$ cat src/rtl/vc_alloc_ctl.sv
// Round-robin output-VC allocator with per-VC credit tracking. vc_sel registered one cycle after head valid.
// fl_rdy is low while idle or while the selected VC has no credit. Optional cr_err port via VC_CREDIT_ERR_EN.
module vc_alloc_ctl #(
  parameter int VCN        = 2,
  parameter int CW         = 3,
  parameter int CREDIT_MAX = 4
) (
  input  logic           clk,
  input  logic           rst_n,
  input  logic           fl_vld,
  input  logic           fl_tail,
  output logic           fl_rdy,
  output logic [VCN-1:0] vc_sel,
  input  logic [VCN-1:0] cr_ret,
  output logic [VCN-1:0] vc_cr_nz
`ifdef VC_CREDIT_ERR_EN
  ,
  output logic           cr_err
`endif
);

  localparam int PW = (VCN > 1) ? $clog2(VCN) : 1;
  localparam logic [CW-1:0] CMAX = CW'(CREDIT_MAX);

  typedef enum logic {IDLE, ACTIVE} state_t;

  state_t        state;
  logic [PW-1:0] rr_ptr;
  logic [PW-1:0] sel_idx;
  logic [PW-1:0] rr_nxt;
  logic [PW:0]   cand;
  logic [VCN-1:0] pick;
  logic          found;
  logic          xfer;
  logic [VCN-1:0] xfer_vec;
  logic [CW-1:0] credit     [VCN];
  logic [CW-1:0] credit_nxt [VCN];

  assign fl_rdy   = (state == ACTIVE) && (|(vc_sel & vc_cr_nz));
  assign xfer     = fl_vld & fl_rdy;
  assign xfer_vec = xfer ? vc_sel : '0;

  // First VC with credit at or after the rr pointer, wrapping.
  always_comb begin
    pick  = '0;
    found = 1'b0;
    cand  = '0;
    for (int k = 0; k < VCN; k++) begin
      cand = {1'b0, rr_ptr} + (PW+1)'(k);
      if (cand >= (PW+1)'(VCN)) cand = cand - (PW+1)'(VCN);
      if (!found && vc_cr_nz[cand[PW-1:0]]) begin
        pick[cand[PW-1:0]] = 1'b1;
        found = 1'b1;
      end
    end
  end

  always_comb begin
    sel_idx = '0;
    for (int i = 0; i < VCN; i++) begin
      if (vc_sel[i]) sel_idx = PW'(i);
    end
  end

  assign rr_nxt = (sel_idx == PW'(VCN-1)) ? '0 : sel_idx + PW'(1);

  // A return arriving with a simultaneous transfer cancels out; returns at max are dropped.
  always_comb begin
    for (int i = 0; i < VCN; i++) begin
      credit_nxt[i] = credit[i];
      if (xfer_vec[i] && !cr_ret[i]) begin
        credit_nxt[i] = credit[i] - CW'(1);
      end else if (cr_ret[i] && !xfer_vec[i] && (credit[i] != CMAX)) begin
        credit_nxt[i] = credit[i] + CW'(1);
      end
    end
  end

  always_ff @(posedge clk or negedge rst_n) begin
    if (!rst_n) begin
      state    <= IDLE;
      vc_sel   <= '0;
      rr_ptr   <= '0;
      vc_cr_nz <= '1;
      for (int i = 0; i < VCN; i++) credit[i] <= CMAX;
    end else begin
      for (int i = 0; i < VCN; i++) begin
        credit[i]   <= credit_nxt[i];
        vc_cr_nz[i] <= (credit_nxt[i] != '0);
      end
      case (state)
        IDLE: begin
          if (fl_vld && found) begin
            vc_sel <= pick;
            state  <= ACTIVE;
          end
        end
        ACTIVE: begin
          if (xfer && fl_tail) begin
            state  <= IDLE;
            vc_sel <= '0;
            rr_ptr <= rr_nxt;
          end
        end
        default: state <= IDLE;
      endcase
    end
  end

`ifdef VC_CREDIT_ERR_EN
  logic [VCN-1:0] at_max;

  always_comb begin
    for (int i = 0; i < VCN; i++) at_max[i] = (credit[i] == CMAX);
  end

  always_ff @(posedge clk or negedge rst_n) begin
    if (!rst_n) begin
      cr_err <= 1'b0;
    end else if (|(cr_ret & ~xfer_vec & at_max)) begin
      cr_err <= 1'b1;
    end
  end
`endif

endmodule

$ cat config.mk
export PLATFORM = sky130hd
export DESIGN_NAME = vc_alloc_ctl
export DESIGN_NICKNAME = d
export VERILOG_FILES = /design/src/rtl/vc_alloc_ctl.sv
export SDC_FILE = /design/constraint.sdc
export NUM_CORES = 1
export LEC_CHECK = 0
export ABC_AREA = 1
export CORE_MARGIN = 2
export CORE_UTILIZATION = 59
export CTS_BUF_LIST = sky130_fd_sc_hd__clkbuf_2 sky130_fd_sc_hd__clkbuf_4 sky130_fd_sc_hd__clkbuf_8
export DETAILED_ROUTE_END_ITERATION = 7
export PLACE_DENSITY = 0.95
export REMOVE_ABC_BUFFERS = 1
export SKIP_CTS_REPAIR_TIMING = 1
export SLEW_MARGIN = 20
export SYNTH_ARGS = -nofsm -noshare
export SYNTH_HDL_FRONTEND = slang
export SYNTH_SLANG_ARGS = --single-unit
$ cat constraint.sdc
create_clock -name clk -period 3.6 [get_ports clk]
set_input_delay 0.54 -clock clk [delete_from_list [all_inputs] [get_ports clk]]
set_output_delay 0.54 -clock clk [all_outputs]
set_load 0.03 [all_outputs]
-- After elaboration in Yosys (flattened, before gate mapping)
Index checks and enable logic that the tools add are counted.
- shifts and indexed selects: 0
- muxes and demuxes: 27
- add/sub/neg operators: 8
- bitwise gates (word level): 4
- reduce and logical (&&, ||, !) cells: 22
- div/mod/pow operators: 0
- order comparisons: 6
- $mul: 0
- eq/ne operators: 4
- operators with widths (cell ; count):
    1-bit 2-to-1 mux ; 14
    1-bit logical AND ; 12
    3-bit 2-to-1 mux ; 4
    2-bit 2-to-1 mux ; 5
    3-bit by 1-bit adder with 3-bit output, second input constant ; 2
    3-bit inequality test, second input constant ; 2
    3-bit nonzero test ; 2
    3-bit by 1-bit subtractor with 3-bit output, second input constant ; 2
    1-bit logical NOT ; 5
    1-bit by 2-bit < comparator with 1-bit output, second input constant ; 2
    2-bit case mux with 2 select lines ; 1
    2-bit AND reduction ; 2
    1-bit by 1-bit adder with 2-bit output, second input constant ; 1
    2-bit AND ; 1
    1-bit demux with 1-bit select ; 2
    1-bit greater-or-equal comparator, second input constant ; 2
    1-bit by 2-bit greater-or-equal comparator with 1-bit output, second input constant ; 1
    2-bit greater-or-equal comparator, second input constant ; 1
    2-bit by 1-bit inequality test with 1-bit output, second input constant ; 1
    2-bit inequality test, second input constant ; 1
    2-bit OR ; 1
    1-bit case mux with 2 select lines ; 1
    2-bit OR reduction ; 1
    1-bit subtractor, second input constant ; 2
    3 further kinds ; 3
- memories kept: 0
- ROM bits: 0
- bits in latches: 0
- bits of input ports: 6
- output and inout port bits: 5
- bits in writable memories: 0
- bits in registers: 12

-- Logic depth before layout (Yosys ltp)
Gate-level depths: netlist of run 1.
- depth after elaboration: 11
- depth in mapped cells: 10
- gate-level depth less buffers: 10

-- Worst setup path before layout of run 1
No wires, ideal clock.
- path kind: register -> register
- start: register vc_cr_nz[0]
- end: register vc_sel[1]
- clock period less this slack: 1.692 ns
- buffers on the path: 0
- setup time: 0.083 ns
- setup slack: 1.908 ns
- cell stages (with the launch flop): 7
- arrival time: 1.609 ns
- cell sequence: dfstp_2 -> nand2_1 -> a21oi_2 -> nand3_1 -> nand2_1 -> o2111ai_1 -> o21ai_0
- RTL lines (element ; line ; text):
    from (decl) ; 15 ; output logic [VCN-1:0] vc_cr_nz
    from (signal, indexed assignment) ; 89 ; vc_cr_nz[i] <= (credit_nxt[i] != '0);
    2-bit AND ; 39 ; assign fl_rdy = (state == ACTIVE) && (|(vc_sel & vc_cr_nz));
    2-bit OR reduction ; 39 ;
    1-bit logical AND ; 39 ;
    named net fl_rdy ; 12 ; output logic fl_rdy,
    1-bit AND ; 40 ; assign xfer = fl_vld & fl_rdy;
    1-bit logical AND ; 99 ; if (xfer && fl_tail) begin
    2-bit by 1-bit inequality test with 1-bit output (no source line) ; -- ;
    2-bit AND reduction (no source line) ; -- ;
    to (signal assigned) ; 94 ; vc_sel <= pick;
    to (decl) ; 13 ; output logic [VCN-1:0] vc_sel,
The timed path passes the listed nets, and every way through them passes these cells. The select of a mux whose other input is x is not followed.
A chain may end at the register's enable or synchronous reset.

-- Worst setup path in the final report of run 1
- start: register vc_cr_nz[0]
- end: output port fl_rdy
- word-level cells in the longest chain between the ends: 3
- RTL lines (element ; line):
    2-bit AND ; 39
    2-bit OR reduction ; 39
    1-bit logical AND ; 39
    to (decl) ; 12
Every way passes these cells.

==> flow_metrics.py, run 1 <==
metrics = {
    "run_status": {
        "run_status": "completed",
    },
    "layout": {
        "total_number_of_nets_in_the_final_design": 122,
        "diodes": 0,
        "synthToLayoutAreaGrowth_pct": 19.00,
        "layout_utilization_pct": 72.88,
        "layout-drive-gt1-share_pct": 20.18,
        "num-fill-cells": 83,
    },
    "route": {
        "wl_per_cell_um": 12.65,
        "viasPerCell": 5.306,
        "route.antenna.remaining_nets": 0,
        "post-route-drc-count": 0,
        "vias": 658,
        "total_detailed_routing_wirelength_mm": 1.569,
        "initialDrtViolationCount": 13,
        "drt_pass1_iterations": 4,
    },
    "floorplanning": {
        "floorplan.initialDensity_pct": 61.24,
        "dieArea_um2": 1623,
        "die_height_um": 40.29,
        "die_width_um": 40.29,
        "top_ports": 11,
        "core_area_um2": 1269,
        "core.rowCount": 13,
    },
    "setup_path": {
        "setup.worst_path.class": "reg -> out",
        "critPathCaptureType": "output port",
        "worst_ep_required_time_ns": 3.06,
        "path_max_fanout": 4,
        "rrSetupSlack_ns": 2.08,
        "crit-reg2reg-capture": "vc_cr_nz[0]$_DFF_PN1_",
        "critical_path_arrival_ns": 1.80,
        "worst_r2r_path_depth": 9,
        "critical_path.startpoint_type": "flop",
        "critical_path.reg2reg.startpoint": "vc_cr_nz[0]$_DFF_PN1_",
    },
    "synthesis": {
        "yosys.area_share.simple_pct": 30.43,
        "syn_area_um2": 777.0,
        "synth_area_in_adders_pct": 9.662,
        "synthCells": 96,
        "synth_seq_cells": 12,
        "yosysSeqAreaShare_pct": 39.29,
        "yosysTopAreaCell": "sky130_fd_sc_hd__dfrtp_1",
        "synthesized_area_fraction_occupied_by_ao_oa_aoi_and_oai_cells_pct": 8.374,
        "top_cells_by_area_in_the_synthesized_netlist": "sky130_fd_sc_hd__dfrtp_1 (26%), sky130_fd_sc_hd__dfstp_2 (14%), sky130_fd_sc_hd__ha_1 (9.7%), sky130_fd_sc_hd__nand2_1 (8.2%), sky130_fd_sc_hd__nand2_2 (8.1%)",
        "yosys-mux-area-fraction_pct": 0,
        "syn-mean-instance-area_um2": 8.094,
        "ys.warnings.count": 0,
        "synth_largest_type_area_fraction_pct": 25.76,
        "synth_top_family_by_area": "simple AND/OR/NAND/NOR gates",
        "synth_xor_area_share_pct": 4.509,
        "synthDistinctLibCells": 19,
    },
    "timing": {
        "tightest_slew_ns": 0.5234,
        "setup_violations": 0,
        "finalWorstPathRequiredPeriod_ns": 2.337,
        "hold_violations": 0,
        "final_min_period_over_clock_period_pct": 64.92,
        "max_slew_margin_pct": 65.00,
        "finalClockSkew_ns": 0.01083,
        "setup_total_negative_slack_ns": 0,
        "rsz0062_at_grt": "false",
        "drv_slew": 0,
        "max_clock_freq_ghz": 0.4279,
    },
    "min_path": {
        "hold_critical_path_endpoint": "rr_ptr$_DFFE_PN0P_",
        "hold_path.class": "reg -> reg",
        "timing.hold.worst.start": "rr_ptr$_DFFE_PN0P_",
        "whs_path_depth": 2,
    },
    "pwr": {
        "powerDensity_nw_per_um2": 815.5,
        "leak_nw": 0.4680,
        "max_vdd_drop_mv": 0.4856,
    },
    "clock_tree": {
        "cts_tree": "yes",
        "clk_path_buf_depth": 2,
        "worst_skew_pair.late_latency_ns": 0.28,
        "tritoncts_num_sinks": 12,
        "cts.root.buffer_cell": "sky130_fd_sc_hd__clkbuf_4",
        "ctsHtreeMaxLevel": 1,
        "tritoncts.num_buffers": 3,
        "clk_transition_reported_paths_ns": 0.08,
    },
    "placement": {
        "gp_congestion": 0.8961,
        "hpwl_mm": 1.227,
        "io_buffers": 10,
    },
    "grt": {
        "grt.overflow.total": 0,
        "grt_pass1_vias": 542,
        "groute.usage.overall_pct": 22.78,
        "grt_max_degree": 13,
        "antenna_found_initial": 0,
        "wire_length_of_the_first_global_routing_pass_mm": 2.263,
    },
    "run": {
        "max_cap_viols": 0,
    },
}
-- critical path, stage by stage (launching register included) --
cell	delay (ns)
sky130_fd_sc_hd__dfstp_2	0.56
sky130_fd_sc_hd__nand2_1	0.10
sky130_fd_sc_hd__a21oi_2	0.16
sky130_fd_sc_hd__clkdlybuf4s50_1	0.68
-- report_power, final --
group / internal [mW] / switching (mW) / leakage [nW]
registers: 0.206 / 0.0572 / 0.137
logic: 0.151 / 0.232 / 0.310
clock network: 0.0616 / 0.0465 / 0.0210
-- layer usage --
layer	part of all wire (%)	track usage, %
met1	44	23.24
met2	50	41.13
met3	4.5	8.333
met4	1.8	10.00
met5	0	0
-- layout make-up --
cell class	instances	area, um2	share of cell area [%]
timing repair buffer	10	100.1	10.83
inverter	14	52.55	5.683
multi-input combinational	69	411.6	44.52
tap	15	18.77	2.030
sequential	12	305.3	33.02
clock buffer	4	36.28	3.924
-- per-stage QoR --
step / cell area (um2) / setup WS [ns] / cells / total power, mW / hold slack (ns)
floorplan: 769.5 / 1.908 / 95 / 0.5375 / 0.2444
global placement: 888.4 / 1.629 / 120 / 0.6210 / 0.4998
detailed placement: 888.4 / 1.574 / 120 / 0.6462 / 0.5089
CTS: 924.6 / 1.253 / 124 / 0.7622 / 0.5293
global route: 924.6 / 1.182 / 124 / 0.8230 / 0.5624
finish: 924.6 / 1.263 / 124 / 0.7541 / 0.5389
-- how the worst max path moves through the flow --
stage                          startpoint                     to  cells after the start
CTS                 vc_cr_nz[0]$_DFF_PN1_                 fl_rdy                      3
detailed placement  vc_cr_nz[0]$_DFF_PN1_                 fl_rdy                      3
global placement    vc_cr_nz[1]$_DFF_PN1_                 fl_rdy                      3
floorplan           vc_cr_nz[0]$_DFF_PN1_  vc_sel[1]$_DFFE_PN0P_                      6
finish              vc_cr_nz[0]$_DFF_PN1_                 fl_rdy                      3
global route        vc_cr_nz[1]$_DFF_PN1_                 fl_rdy                      3
-- state kept, by name, summed over array words and instances (netlist names) --
signal / count
state: 1
vc_cr_nz: 2
vc_sel: 2
rr_ptr: 1
credit: 6
-- layout by cell type, fill, tap and decap left out, types with 2 or more instances in the layout --
| cell type | netlist | final |
|---|---|---|
| sky130_fd_sc_hd__nand3_1 | 12 | 12 |
| sky130_fd_sc_hd__nor2_1 | 4 | 4 |
| sky130_fd_sc_hd__ha_1 | 6 | 6 |
| sky130_fd_sc_hd__a21oi_1 | 5 | 5 |
| sky130_fd_sc_hd__nand2_2 | 10 | 10 |
| sky130_fd_sc_hd__nand4_1 | 2 | 2 |
| sky130_fd_sc_hd__xnor2_1 | 2 | 2 |
| sky130_fd_sc_hd__o21ai_0 | 3 | 3 |
| sky130_fd_sc_hd__nor2_2 | 2 | 2 |
| sky130_fd_sc_hd__clkdlybuf4s50_1 | 0 | 10 |
| sky130_fd_sc_hd__xor2_1 | 2 | 2 |
| sky130_fd_sc_hd__dfstp_2 | 4 | 4 |
| sky130_fd_sc_hd__nand2_1 | 17 | 17 |
| sky130_fd_sc_hd__clkbuf_4 | 0 | 3 |
| sky130_fd_sc_hd__dfrtp_1 | 8 | 8 |
| sky130_fd_sc_hd__inv_1 | 14 | 14 |
-- cell usage after synthesis --
library cell and number:
sky130_fd_sc_hd__a21oi_1 5, sky130_fd_sc_hd__a21oi_2 1, sky130_fd_sc_hd__buf_4 1, sky130_fd_sc_hd__dfrtp_1 8, sky130_fd_sc_hd__dfstp_2 4, sky130_fd_sc_hd__ha_1 6
sky130_fd_sc_hd__inv_1 14, sky130_fd_sc_hd__nand2_1 17, sky130_fd_sc_hd__nand2_2 10, sky130_fd_sc_hd__nand3_1 12, sky130_fd_sc_hd__nand3_2 1, sky130_fd_sc_hd__nand4_1 2
sky130_fd_sc_hd__nor2_1 4, sky130_fd_sc_hd__nor2_2 2, sky130_fd_sc_hd__o2111ai_1 1, sky130_fd_sc_hd__o211ai_1 1, sky130_fd_sc_hd__o21ai_0 3, sky130_fd_sc_hd__xnor2_1 2
sky130_fd_sc_hd__xor2_1 2
-- logic make-up after synthesis --
kind of cell / Yosys count
xor gates and xnor gates: 4
DFF: 12
AOI/OAI and AO/OA: 11
adders and majority gates: 6
and+or+nand+nor: 48
buffers and inverters: 15
No activity file was read; power rests on OpenSTA's default activity.
==> run 2: changes to the inputs <==
CORE_UTILIZATION = 50   (was 59)
PLACE_DENSITY = 0.88   (was 0.95)
clock period = 2 ns   (was 3.6 ns; I/O delays follow)
==> run 2 against run 1 <==
Against the previous run: via count rose by 4.0%; clock-buffer cell count fell by 1; flip-flop and latch count stayed put; global-route usage is 4.5 points lower; worst hold slack got worse by 0.16 ns; clock power up 30%; first-iteration DRC count increased by 23%; power increased by 73%; critical path depth fell by 2; sequential share of layout area is 0.36 points higher; clock skew is 0.0061 ns lower.
==> flow_metrics.py, run 2 (same netlist as run 1, synthesis figures left out) <==
metrics = {
    "run_status": {
        "run_status": "completed",
    },
    "pwr": {
        "power.switching_fraction_pct": 45.48,
        "seqPwrFrac_pct": 36.5,
        "power.share.clock_pct": 10.8,
        "power_switching_mw": 0.5927,
        "power.internal_mw": 0.7105,
        "powerDensity_nw_per_um2": 1425,
        "leak_nw": 0.4771,
        "comb_power_share_pct": 52.8,
        "max_vdd_drop_mv": 0.6943,
    },
    "grt": {
        "grt.overflow.total": 0,
        "grt_use_met1_pct": 21.77,
        "routing_usage_on_met3_pct": 3.333,
        "grt.met2_usage_pct": 31.04,
        "grt_busiest_layer": "met2",
        "grt_max_degree": 13,
        "antenna_found_initial": 0,
        "wire_length_of_the_first_global_routing_pass_mm": 2.587,
        "groute.usage.overall_pct": 18.31,
        "grt_pass1_vias": 686,
    },
    "setup_path": {
        "critPathCaptureType": "output port",
        "critical_path.startpoint_type": "flop",
        "delay_contributed_by_the_slowest_stage_of_the_critical_path_ns": 0.68,
        "worst_path_dominant_cell_family": "buffers and inverters",
        "rrSetupSlack_ns": 0.51,
        "setup.worst_path.class": "reg -> out",
        "critical_path_arrival_ns": 1.53,
        "worstPathBufferInverterCount": 1,
        "worst_ep_required_time_ns": 1.70,
        "path_max_fanout": 5,
        "cp_cell_sequence": "clkdlybuf4s50_1",
        "cpMaxStageDelayCell": "sky130_fd_sc_hd__clkdlybuf4s50_1",
    },
    "floorplanning": {
        "die_width_um": 43.42,
        "core.rowCount": 14,
        "die_height_um": 43.42,
        "core_area_um2": 1489,
        "top_ports": 11,
        "dieArea_um2": 1885,
        "floorplan.initialDensity_pct": 52.18,
    },
    "run": {
        "max_cap_viols": 0,
    },
    "placement": {
        "hpwl_mm": 1.100,
        "gp_congestion": 0.8493,
        "post_dp_cell_area_um2": 889.6,
        "detailedPlace.worstSlack_ns": 0.2380,
        "io_buffers": 10,
    },
    "clock_tree": {
        "worst_skew_pair.late_latency_ns": 0.26,
        "clk_path_buf_depth": 2,
        "cts_tree": "yes",
        "tritoncts.num_buffers": 3,
        "cts.root.buffer_cell": "sky130_fd_sc_hd__clkbuf_4",
        "ctsHtreeMaxLevel": 1,
        "tritoncts_num_sinks": 12,
        "clk_transition_reported_paths_ns": 0.07,
    },
    "route": {
        "post-route-drc-count": 0,
        "total_detailed_routing_wirelength_mm": 1.439,
        "viasPerCell": 5.516,
        "drt_pass1_iterations": 4,
        "initialDrtViolationCount": 16,
        "wl_per_cell_um": 11.60,
        "route.antenna.remaining_nets": 0,
        "vias": 684,
    },
    "layout": {
        "regMostFlops": "credit",
        "num-fill-cells": 116,
        "mostFrequentLayoutCells": "sky130_fd_sc_hd__nand2_1 (17), sky130_fd_sc_hd__inv_1 (14), sky130_fd_sc_hd__nand3_1 (12)",
        "total_number_of_nets_in_the_final_design": 122,
        "layout-drive-gt1-share_pct": 19.44,
        "post-route-cell-area_um2": 914.6,
        "largest_register_ff_count": 6,
        "synthToLayoutAreaGrowth_pct": 17.71,
        "diodes": 0,
        "largestRegisters": "credit: 6 flops, vc_cr_nz: 2 flops, vc_sel: 2 flops",
        "most_common_cell_after_layout_fill_and_taps_aside": "sky130_fd_sc_hd__nand2_1",
    },
    "min_path": {
        "hold_path.class": "in -> async",
    },
    "timing": {
        "max_clock_freq_ghz": 0.5478,
        "setup_total_negative_slack_ns": 0,
        "hold_violations": 0,
        "max_slew_margin_pct": 64.79,
        "rsz0062_at_grt": "false",
        "final_min_period_over_clock_period_pct": 91.28,
        "finalClockSkew_ns": 0.004709,
        "drv_slew": 0,
        "setup_violations": 0,
        "final_critical_path_setup_slack_ns": 0.1744,
        "finalWorstPathRequiredPeriod_ns": 1.826,
        "tightest_slew_ns": 0.5265,
    },
}
==> run 2: final timing paths <==
check | start | cells after the start | end
max | vc_cr_nz[1]$_DFF_PN1_ | 1 | vc_cr_nz[1]
min | rst_n | 1 | rr_ptr$_DFFE_PN0P_
max reg2reg | vc_cr_nz[1]$_DFF_PN1_ | 9 | vc_cr_nz[1]$_DFF_PN1_
min reg2reg | rr_ptr$_DFFE_PN0P_ | 2 | rr_ptr$_DFFE_PN0P_
max in group asynchronous | rst_n | 1 | credit[5]$_DFF_PN1_
min in group clk | rr_ptr$_DFFE_PN0P_ | 2 | rr_ptr$_DFFE_PN0P_
==> run 2: cell type report <==
type / count / area [um2] / area share [%]
multi-input combinational: 69 / 411.6 / 45.01
sequential: 12 / 305.3 / 33.38
timing repair buffer: 10 / 102.6 / 11.22
inverter: 14 / 52.55 / 5.746
clock buffer: 3 / 22.52 / 2.462
tap: 16 / 20.02 / 2.189
==> run 2: power by group through the flow <==
stage / sequential, mW / clock [mW] / combinational (mW)
after CTS: 0.472 / 0.145 / 0.689
after floorplan: 0.501 / 0 / 0.467
final: 0.475 / 0.140 / 0.688
after detailed placement: 0.477 / 0 / 0.677
after global placement: 0.471 / 0 / 0.652
after global routing: 0.494 / 0.154 / 0.782
==> run 2: layer usage <==
metal  vias up  wire length (um)
met5         -                 0
met4         0                17
met3         2                77
met2        23               700
met1       324               644
li1        335                 -
==> run 2: stage by stage <==
stage	utilization (%)	hold slack (ns)	power, mW	cells
2_1_floorplan	-	0.004409	0.9675	95
3_3_place_gp	59.75	0.5088	1.123	121
3_5_place_dp	59.75	0.5379	1.154	121
4_1_cts	61.26	0.3853	1.306	124
5_1_grt	61.43	0.4035	1.430	124
6_report	61.43	0.3774	1.303	124
==> patch: new RTL, config.mk and constraints of run 2 <==
The option `VC_CREDIT_ERR_EN` is turned on by a define.
--- a/src/rtl/vc_alloc_ctl.sv
+++ b/src/rtl/vc_alloc_ctl.sv
@@ -1,5 +1,7 @@
 // Round-robin output-VC allocator with per-VC credit tracking. vc_sel registered one cycle after head valid.
 // fl_rdy is low while idle or while the selected VC has no credit. Optional cr_err port via VC_CREDIT_ERR_EN.
+`define VC_CREDIT_ERR_EN
+
 module vc_alloc_ctl #(
   parameter int VCN        = 2,
   parameter int CW         = 3,
Function (old outputs only; new: cr_err): kept (equiv_simple and equiv_induct, registers matched by name and starting in step).
==> patch against run 2 <==
Cell area grew 1.8%. Worst setup slack lost 0.024 ns. Critical endpoint unchanged. Sequential cell count grew 1. Power grew 21%. Synthesized cell count grew 1.0%. Register-to-register slack lost 0.09 ns. Area after synthesis shrank 0.16%. Clock skew shrank 0.00058 ns. Wire length grew 15%.
==> patch: results (changes against run 2) <==
status=complete, no violations (unchanged); top cells by count, synth=nand2_1 (31), inv_1 (13), nand3_1 (10) (was nand2_1 (17), inv_1 (14), nand3_1 (12)); clock buffer depth=2 (unchanged); CP max stage cell=clkdlybuf4s50_1 (unchanged); R2R cell count=9 (unchanged); drt total wl=1650 um (was 1440 um); Total GRT Usage=20.6% (was 18.3%); Max FO, Critical Path=5 (unchanged); gpl congestion=0.894 (was 0.849); worst min path class=input port to asynchronous set/reset pin (unchanged); ys flop type=dfrtp_1 (unchanged); vias in the first global route=702 (was 686); Num CTS Buffers=3 (unchanged); drt first-iter violations=15 (was 16); clock latency on the worst-skew pair=0.28 ns (was 0.26 ns); ant diodes=0 (unchanged); adder-cell share of the synthesized area=9.68% (was 9.66%); Non-Filler Instances=127 (was 124); fraction of layout cells with a size suffix above 1=14.4% (was 19.4%); YS warnings=0 (unchanged); Clock transition at path regs=0.08 ns; initial antenna violation count=0 (unchanged); post-place instance area=898 um^2 (was 890 um^2); Min Clock Period, post-route=1.85 ns (was 1.83 ns); register-to-register setup slack=0.42 ns (was 0.51 ns); slew at the pin with the worst max-slew slack=0.580 ns (was 0.526 ns); Port Buffer Count=11 (was 10); largest net degree at the start of global routing=14 (was 13); Post-Place Worst Slack=0.209 ns (was 0.238 ns); NumNets Final=124 (was 122); Pre-antenna DRT Iters=4 (unchanged); end of the critical path=vc_cr_nz[1] (unchanged); multiplexer share of the synthesized area=0% (unchanged); CTS Root Cell=clkbuf_4 (unchanged); capture point of the worst reg-to-reg path=vc_cr_nz[0] (was vc_cr_nz[1]); Area contributors post-synth=dfrtp_1 (29%), nand2_1 (15%), dfstp_2 (14%), ha_1 (9.7%), nand3_1 (6.5%) (was dfrtp_1 (26%), dfstp_2 (14%), ha_1 (9.7%), nand2_1 (8.2%), nand2_2 (8.1%)); CP arrival=1.55 ns (was 1.53 ns); startpoint class of the critical path=register (unchanged); Vias per Instance=5.50 (was 5.52); H-tree depth=1 (unchanged); slowest stage delay, CP=0.68 ns (about the same); fraction of registers with async set/reset=100% (unchanged); HPWL after DPL=1260 um (was 1100 um); Leak Pwr=0.500 nW (was 0.477 nW); worst r2r src=vc_cr_nz[1] (unchanged); CP top delay family=buffers and inverters (unchanged); Post-Synth XOR/XNOR Area=0% (was 4.51%); post-synthesis cell type count=18 (was 19); biggest regs=credit (6), vc_cr_nz (2), vc_sel (2) (unchanged); clk_skew=0.00413 ns (was 0.00471 ns); Compound-Gate Fraction of Synth Area=4.68% (was 8.37%); Max IR drop VDD=946 uV (was 694 uV); synthesized area per cell=8.00 um^2 (was 8.09 um^2); first-pass GRT wire length=2750 um (was 2590 um); sequential share of the synthesized area=42.6% (was 39.3%); placed cells=123 (was 121)
## patch: cell type report
cell class,count,area (um^2)
well taps,16,20.0
flip-flops and latches,13,330
fillers,127,541
multi-input cells,69,385
repair buffers,11,113
inverters,14,52.6
clock buffers,4,30.0
## patch: per-layer routing
layer / track usage, % / share of wire [%] / up-vias
li1: - / - / 349
met1: 19.1 / 40 / 323
met2: 38.5 / 52 / 18
met3: 6.25 / 4.8 / 9
met4: 12.7 / 3.8 / 0
met5: 0 / 0 / -
## patch: power breakdown
part / total [mW] / internal (mW) / switching, mW
Clock: 0.180 / 0.0912 / 0.0892
Combinational: 0.856 / 0.317 / 0.539
Sequential: 0.543 / 0.419 / 0.124
## patch: through the flow
step	total power, mW	hold slack, ns
global route	1.71	0.423
CTS	1.58	0.397
global placement	1.34	0.482
finish	1.58	0.379
floorplan	1.12	0.00441
detailed placement	1.39	0.513
